## src/rtl/ifft_8_if.sv

```systemverilog
// Streaming bus for the 8-point IFFT: input sample channel and output sample channel.
// Both channels use valid/ready: a beat transfers on a rising clock edge where
// valid and ready are both high; the sender holds data stable while valid is high
// and ready is low.
interface ifft_8_if;
   logic               in_valid;
   logic               in_ready;
   logic signed [11:0] X_r;
   logic signed [11:0] X_i;
   logic               out_valid;
   logic               out_ready;
   logic signed [11:0] x_r;
   logic signed [11:0] x_i;
   logic               out_last;

   // Block side of the bus
   modport slave (
      input  in_valid, X_r, X_i, out_ready,
      output in_ready, out_valid, x_r, x_i, out_last
   );

   // Producer/consumer side of the bus
   modport master (
      output in_valid, X_r, X_i, out_ready,
      input  in_ready, out_valid, x_r, x_i, out_last
   );
endinterface

```

## src/rtl/ifft_8.sv

```systemverilog
// 8-point inverse FFT, 12-bit complex samples, in-place radix-2 DIT over an
// 8-entry register memory. Frames are loaded in bit-reversed address order,
// transformed with one butterfly per cycle (12 cycles), then unloaded in
// natural order. Each stage halves its results, giving the overall 1/8 scale.
module ifft_8 (
   input  logic       clk,
   input  logic       rst,
   ifft_8_if.slave    bus,
   output logic [1:0] dbg_state
);

   localparam logic [1:0] ST_LOAD    = 2'd0;
   localparam logic [1:0] ST_COMPUTE = 2'd1;
   localparam logic [1:0] ST_UNLOAD  = 2'd2;

   logic [1:0]         state;
   logic [2:0]         load_cnt;
   logic [2:0]         out_idx;
   logic [3:0]         bf_cnt;
   logic signed [11:0] mem_r [8];
   logic signed [11:0] mem_i [8];

   // Butterfly datapath signals
   logic [1:0]         stage;
   logic [1:0]         bf_j;
   logic [2:0]         addr_p;
   logic [2:0]         addr_q;
   logic [1:0]         tw_k;
   logic signed [11:0] w_r, w_i;
   logic signed [11:0] p_r, p_i, q_r, q_i;
   logic signed [23:0] m_rr, m_ii, m_ri, m_ir;
   logic signed [24:0] prod_r, prod_i;
   logic signed [14:0] t_r, t_i;
   logic signed [15:0] sum_r, sum_i, dif_r, dif_i;
   logic signed [11:0] new_p_r, new_p_i, new_q_r, new_q_i;

   function automatic logic [2:0] bitrev3(input logic [2:0] a);
      return {a[0], a[1], a[2]};
   endfunction

   // Clamp a halved butterfly result into the 12-bit signed range
   function automatic logic signed [11:0] sat12(input logic signed [14:0] v);
      if (v > 15'sd2047)
         return 12'sd2047;
      else if (v < -15'sd2048)
         return -12'sd2048;
      else
         return v[11:0];
   endfunction

   assign stage = bf_cnt[3:2];
   assign bf_j  = bf_cnt[1:0];

   // Butterfly pair addresses and twiddle index for the current stage/butterfly
   always_comb begin
      addr_p = 3'd0;
      addr_q = 3'd0;
      tw_k   = 2'd0;
      case (stage)
         2'd0: begin
            addr_p = {bf_j, 1'b0};
            addr_q = {bf_j, 1'b1};
            tw_k   = 2'd0;
         end
         2'd1: begin
            addr_p = {bf_j[1], 1'b0, bf_j[0]};
            addr_q = {bf_j[1], 1'b1, bf_j[0]};
            tw_k   = {bf_j[0], 1'b0};
         end
         default: begin
            addr_p = {1'b0, bf_j};
            addr_q = {1'b1, bf_j};
            tw_k   = bf_j;
         end
      endcase
   end

   // Conjugate twiddle table in Q1.10 (positive-exponent rotation for the inverse)
   always_comb begin
      w_r = 12'sd1024;
      w_i = 12'sd0;
      case (tw_k)
         2'd0: begin w_r = 12'sd1024; w_i = 12'sd0;    end
         2'd1: begin w_r = 12'sd724;  w_i = 12'sd724;  end
         2'd2: begin w_r = 12'sd0;    w_i = 12'sd1024; end
         default: begin w_r = -12'sd724; w_i = 12'sd724; end
      endcase
   end

   // Complex multiply at full precision, single floor shift, then halved add/sub
   always_comb begin
      p_r     = mem_r[addr_p];
      p_i     = mem_i[addr_p];
      q_r     = mem_r[addr_q];
      q_i     = mem_i[addr_q];
      m_rr    = 24'(q_r) * 24'(w_r);
      m_ii    = 24'(q_i) * 24'(w_i);
      m_ri    = 24'(q_r) * 24'(w_i);
      m_ir    = 24'(q_i) * 24'(w_r);
      prod_r  = 25'(m_rr) - 25'(m_ii);
      prod_i  = 25'(m_ri) + 25'(m_ir);
      t_r     = prod_r[24:10];
      t_i     = prod_i[24:10];
      sum_r   = 16'(p_r) + 16'(t_r);
      sum_i   = 16'(p_i) + 16'(t_i);
      dif_r   = 16'(p_r) - 16'(t_r);
      dif_i   = 16'(p_i) - 16'(t_i);
      new_p_r = sat12(sum_r[15:1]);
      new_p_i = sat12(sum_i[15:1]);
      new_q_r = sat12(dif_r[15:1]);
      new_q_i = sat12(dif_i[15:1]);
   end

   // FSM, counters and sample memory
   always_ff @(posedge clk or posedge rst) begin
      if (rst) begin
         state    <= ST_LOAD;
         load_cnt <= 3'd0;
         out_idx  <= 3'd0;
         bf_cnt   <= 4'd0;
         for (int a = 0; a < 8; a++) begin
            mem_r[a] <= 12'sd0;
            mem_i[a] <= 12'sd0;
         end
      end else begin
         case (state)
            ST_LOAD: begin
               if (bus.in_valid) begin
                  mem_r[bitrev3(load_cnt)] <= bus.X_r;
                  mem_i[bitrev3(load_cnt)] <= bus.X_i;
                  load_cnt <= load_cnt + 3'd1;
                  if (load_cnt == 3'd7) begin
                     state  <= ST_COMPUTE;
                     bf_cnt <= 4'd0;
                  end
               end
            end
            ST_COMPUTE: begin
               mem_r[addr_p] <= new_p_r;
               mem_i[addr_p] <= new_p_i;
               mem_r[addr_q] <= new_q_r;
               mem_i[addr_q] <= new_q_i;
               bf_cnt <= bf_cnt + 4'd1;
               if (bf_cnt == 4'd11) begin
                  state   <= ST_UNLOAD;
                  out_idx <= 3'd0;
               end
            end
            ST_UNLOAD: begin
               if (bus.out_ready) begin
                  if (out_idx == 3'd7) begin
                     state    <= ST_LOAD;
                     load_cnt <= 3'd0;
                     out_idx  <= 3'd0;
                  end else begin
                     out_idx <= out_idx + 3'd1;
                  end
               end
            end
            default: begin
               state <= ST_LOAD;
            end
         endcase
      end
   end

   // Handshake and output data; memory is cleared by reset so outputs read zero then
   always_comb begin
      bus.in_ready  = (state == ST_LOAD) && !rst;
      bus.out_valid = (state == ST_UNLOAD);
      bus.out_last  = (state == ST_UNLOAD) && (out_idx == 3'd7);
      bus.x_r       = mem_r[out_idx];
      bus.x_i       = mem_i[out_idx];
      dbg_state     = state;
   end

endmodule

```

## src/flat_wrapper.sv

```systemverilog
// flat-port wrapper written by rule: the top's interface ports become plain ports
module ifft_8_flat 
  (clk, rst, dbg_state, bus_in_valid, bus_X_r, bus_X_i, bus_out_ready, bus_in_ready, bus_out_valid, bus_x_r, bus_x_i, bus_out_last);
  ifft_8_if bus_i ();
  input  logic clk;
  input  logic rst;
  output logic [1:0] dbg_state;
  input wire logic [$bits(bus_i.in_valid)-1:0] bus_in_valid;
  input wire logic [$bits(bus_i.X_r)-1:0] bus_X_r;
  input wire logic [$bits(bus_i.X_i)-1:0] bus_X_i;
  input wire logic [$bits(bus_i.out_ready)-1:0] bus_out_ready;
  output wire logic [$bits(bus_i.in_ready)-1:0] bus_in_ready;
  output wire logic [$bits(bus_i.out_valid)-1:0] bus_out_valid;
  output wire logic [$bits(bus_i.x_r)-1:0] bus_x_r;
  output wire logic [$bits(bus_i.x_i)-1:0] bus_x_i;
  output wire logic [$bits(bus_i.out_last)-1:0] bus_out_last;
  assign bus_i.in_valid = bus_in_valid;
  assign bus_i.X_r = bus_X_r;
  assign bus_i.X_i = bus_X_i;
  assign bus_i.out_ready = bus_out_ready;
  assign bus_in_ready = bus_i.in_ready;
  assign bus_out_valid = bus_i.out_valid;
  assign bus_x_r = bus_i.x_r;
  assign bus_x_i = bus_i.x_i;
  assign bus_out_last = bus_i.out_last;
  ifft_8 u_core (.clk(clk), .rst(rst), .bus(bus_i), .dbg_state(dbg_state));
endmodule
```

## config.mk

```make
export PLATFORM = sky130hd
export DESIGN_NAME = ifft_8_flat
export DESIGN_NICKNAME = d
export VERILOG_FILES = /design/src/rtl/ifft_8_if.sv /design/src/rtl/ifft_8.sv /design/src/flat_wrapper.sv
export SDC_FILE = /design/constraint.sdc
export NUM_CORES = 2
export LEC_CHECK = 0
export ABC_AREA = 1
export BUFFER_PORTS_ARGS = -buffer_cell sky130_fd_sc_hd__buf_2
export CORE_AREA = 2 2 340 258
export DETAILED_ROUTE_END_ITERATION = 12
export DIE_AREA = 0 0 342 260
export HOLD_SLACK_MARGIN = 0.1
export PLACE_DENSITY = 0.64
export SLEW_MARGIN = 20
export SYNTH_ARGS = -nofsm -noshare
export SYNTH_HDL_FRONTEND = slang
export SYNTH_SLANG_ARGS = --single-unit
```

## constraint.sdc

```tcl
create_clock -name clk -period 15.66 [get_ports clk]
set_input_delay 1.566 -clock clk [delete_from_list [all_inputs] [get_ports clk]]
set_output_delay 1.566 -clock clk [all_outputs]
set_load 0.02 [all_outputs]
```

==> summary.txt <==
CTS
  – CTS Root Cell: clkbuf_16
  – Clock buffer depth: 3
  – Skew-Pair Late Insertion Delay: 0.57 ns
  – CTS tree: done
  – Clock slew at reported path FFs: 0.07 ns
  – Post-CTS Resized: 0
  – Setup bufs post-CTS: 0
  – Total CTS buffers: 21
  – CTS hold repair buffers: 0
  – Clock Sinks: 204
  – H-Tree Depth: 1

STA
  – Final worst path period share: 85.0%
  – Max Fclk: 75.2 MHz
  – Final Hold Fails: 0
  – Endpoints failing setup: 0
  – Tightest Pin Transition: 1.27 ns
  – Post-route setup TNS: 0 ns
  – Rel. slew slack: 15.4%
  – Fin. max-slew vios: 0
  – Post-route minimum period: 13.30 ns
  – Unrepaired setup endpoints after global routing: no
  – Clock skew: 0.0299 ns

Place
  – Port buffer count: 56
  – RD Place Congestion: 0.999
  – Placed wire-length estimate: 91700 um

Global routing
  – GRT Resource Usage Total: 28.4%
  – First-pass GRT wire length: 194000 um
  – Largest net degree at the start of global routing: 141
  – Initial antenna violation count: 1
  – Vias in the first global route: 31600
  – Total grt overflow: 0

Die
  – Core area: 85400 um^2
  – Chip Width: 342 um
  – Die area: 88900 um^2
  – DIE HEIGHT: 260 um
  – Row count: 93
  – Top-level port count: 57
  – Initial Utilization: 39.7%

Synthesis
  – Post-synthesis register bit count: 204
  – Synth async-reset ratio: 100%
  – Number of synthesized flops with an enable pin: 0
  – Yosys top cell by area: fa_1
  – Syn Nets: 5447
  – Syn Std Cell Area: 33900 um^2
  – Ys flop type: dfrtp_1
  – Seq/Total Area, Yosys: 15.1%
  – Share of the synthesized area in the top cell type: 21.7%
  – Post-synthesis cell type count: 57
  – Synth warnings: 0
  – Synth top area cells: fa_1 22%, dfrtp_1 15%, ha_1 12%, nand2_1 12%, inv_1 9.3%
  – Mean Syn Cell Area: 7.17 um^2
  – Cells after synthesis: 4722

Setup path
  – WS Path Type: register to register
  – Req. time, crit path: 16.10 ns
  – Endpoint class of the critical path: register
  – Worst path slowest cell: nor2_2
  – R2R depth: 54
  – Startpoint types: register
  – Critical path's most frequent cell: nand2_1
  – CP arrival: 13.75 ns
  – CP max stage delay: 0.97 ns
  – Crit-path max FO: 25

Outcome
  – Status: finished, final reports clean

Route
  – Vias: 32700
  – DR pass1 iterations: 6
  – DRT antenna net count: 0
  – Final WL: 127000 um
  – Starting DRT DRC Count: 4324
  – Residual DRC: 0
  – DR WL/cell: 21.9 um
  – Via/cell ratio: 5.64

Min path
  – Hold path depth: 2
  – Hold Crit Class: register to register

Cells and area
  – Utilization after layout: 42.0%
  – Layout cell share with drive strength beyond 1: 5.91%
  – Final net count: 5368
  – Syn-to-layout area delta: 5.80%
  – Fill cells: 8843

Run
  – Maximum capacitance violations: 0
[sequential cells by signal, summed over array words and instances, names as in the netlist]
| signal | cells |
|---|---|
| u_core.dbg_state | 2 |
| u_core.mem_r | 96 |
| u_core.load_cnt | 3 |
| u_core.out_idx | 3 |
| u_core.mem_i | 96 |
| u_core.bf_cnt | 4 |
[metal layers]
layer	vias up	GRT usage [%]	part of all wire (%)
li1	14700	-	-
met1	15500	40.4	42
met2	2202	39.2	39
met3	381	9.36	14
met4	0	12.0	5.0
met5	-	0	0
[cells in the final DEF, fill, tap and decap left out, types with 57 or more instances in the layout]
| master | n |
|---|---|
| o21ai_0 | 212 |
| ha_1 | 327 |
| nor2_1 | 492 |
| dfrtp_1 | 201 |
| a31oi_1 | 100 |
| inv_1 | 832 |
| nand2_1 | 1065 |
| xor2_1 | 77 |
| fa_1 | 368 |
| buf_4 | 57 |
| a21oi_1 | 408 |
[logic make-up after synthesis]
group / after synthesis / synth area share [%]
AND/OR/NAND/NOR: 1757 / 21.2
XOR/XNOR: 95 / 2.48
buffers and inverters: 1063 / 12.1
adder cells (fa/ha/maj): 697 / 33.9
flip-flops: 204 / 15.1
AO/OA/AOI/OAI: 906 / 15.2
[layout make-up]
cell class                 count  area [um^2]  area share (%)
multi-input combinational   3455        24700            69.0
sequential                   204         5110            14.3
clock buffer                  33          621            1.73
antenna                        1         2.50         0.00698
inverter                     847         3200            8.92
tap                         1140         1430            3.98
timing repair buffer         114          728            2.03
clock inverter                 2         16.3          0.0454
[metrics by stage]
step                hold WS, ns  instance area [um^2]  setup WS [ns]  instances
floorplan                 0.476                 33900           5.61       4722
global placement          0.499                 35200           3.05       5760
detailed placement        0.512                 35200           2.70       5760
CTS                       0.529                 35800           2.66       5795
global route              0.562                 35800           1.52       5795
finish                    0.534                 35800           2.36       5796
[worst max-delay path: cells and delay by family (launching register included)]
family                     cells  cell delay [ns]
AOI/OAI and AO/OA             14             2.61
adders and majority gates      9             3.82
and+or+nand+nor               22             4.15
xor gates and xnor gates       2             0.37
DFF                            1             0.55
buffers and inverters          7             1.60
[worst paths after layout]
kind / slack (ns) / start / endpoint
hold reg to reg: 0.53 / u_core.mem_i[24] / u_core.mem_i[24]
setup reg to reg: 2.36 / u_core.bf_cnt[0] / u_core.mem_i[34]
setup / recovery: 2.36 / u_core.bf_cnt[0] / u_core.mem_i[34]
hold / removal: 0.53 / u_core.mem_i[24] / u_core.mem_i[24]
max in group asynchronous: 13.05 / rst / u_core.mem_i[90]
min in group asynchronous: 1.11 / rst / u_core.mem_i[70]
[synthesized netlist by cell type (25+ instances only)]
cell	count
nor2_1	505
nand3_1	56
o22ai_1	29
inv_1	837
nor3_1	25
a31oi_1	100
nand2_4	30
nand2_1	1068
nand2_2	26
xor2_1	77
ha_1	329
o211ai_1	46
o21ai_0	212
a21oi_1	409
buf_2	36
dfrtp_1	204
clkbuf_1	157
fa_1	368
Power is left out: the tool's default activity adds up to more than one toggle a clock period on the data nets, which glitch-free logic cannot reach.
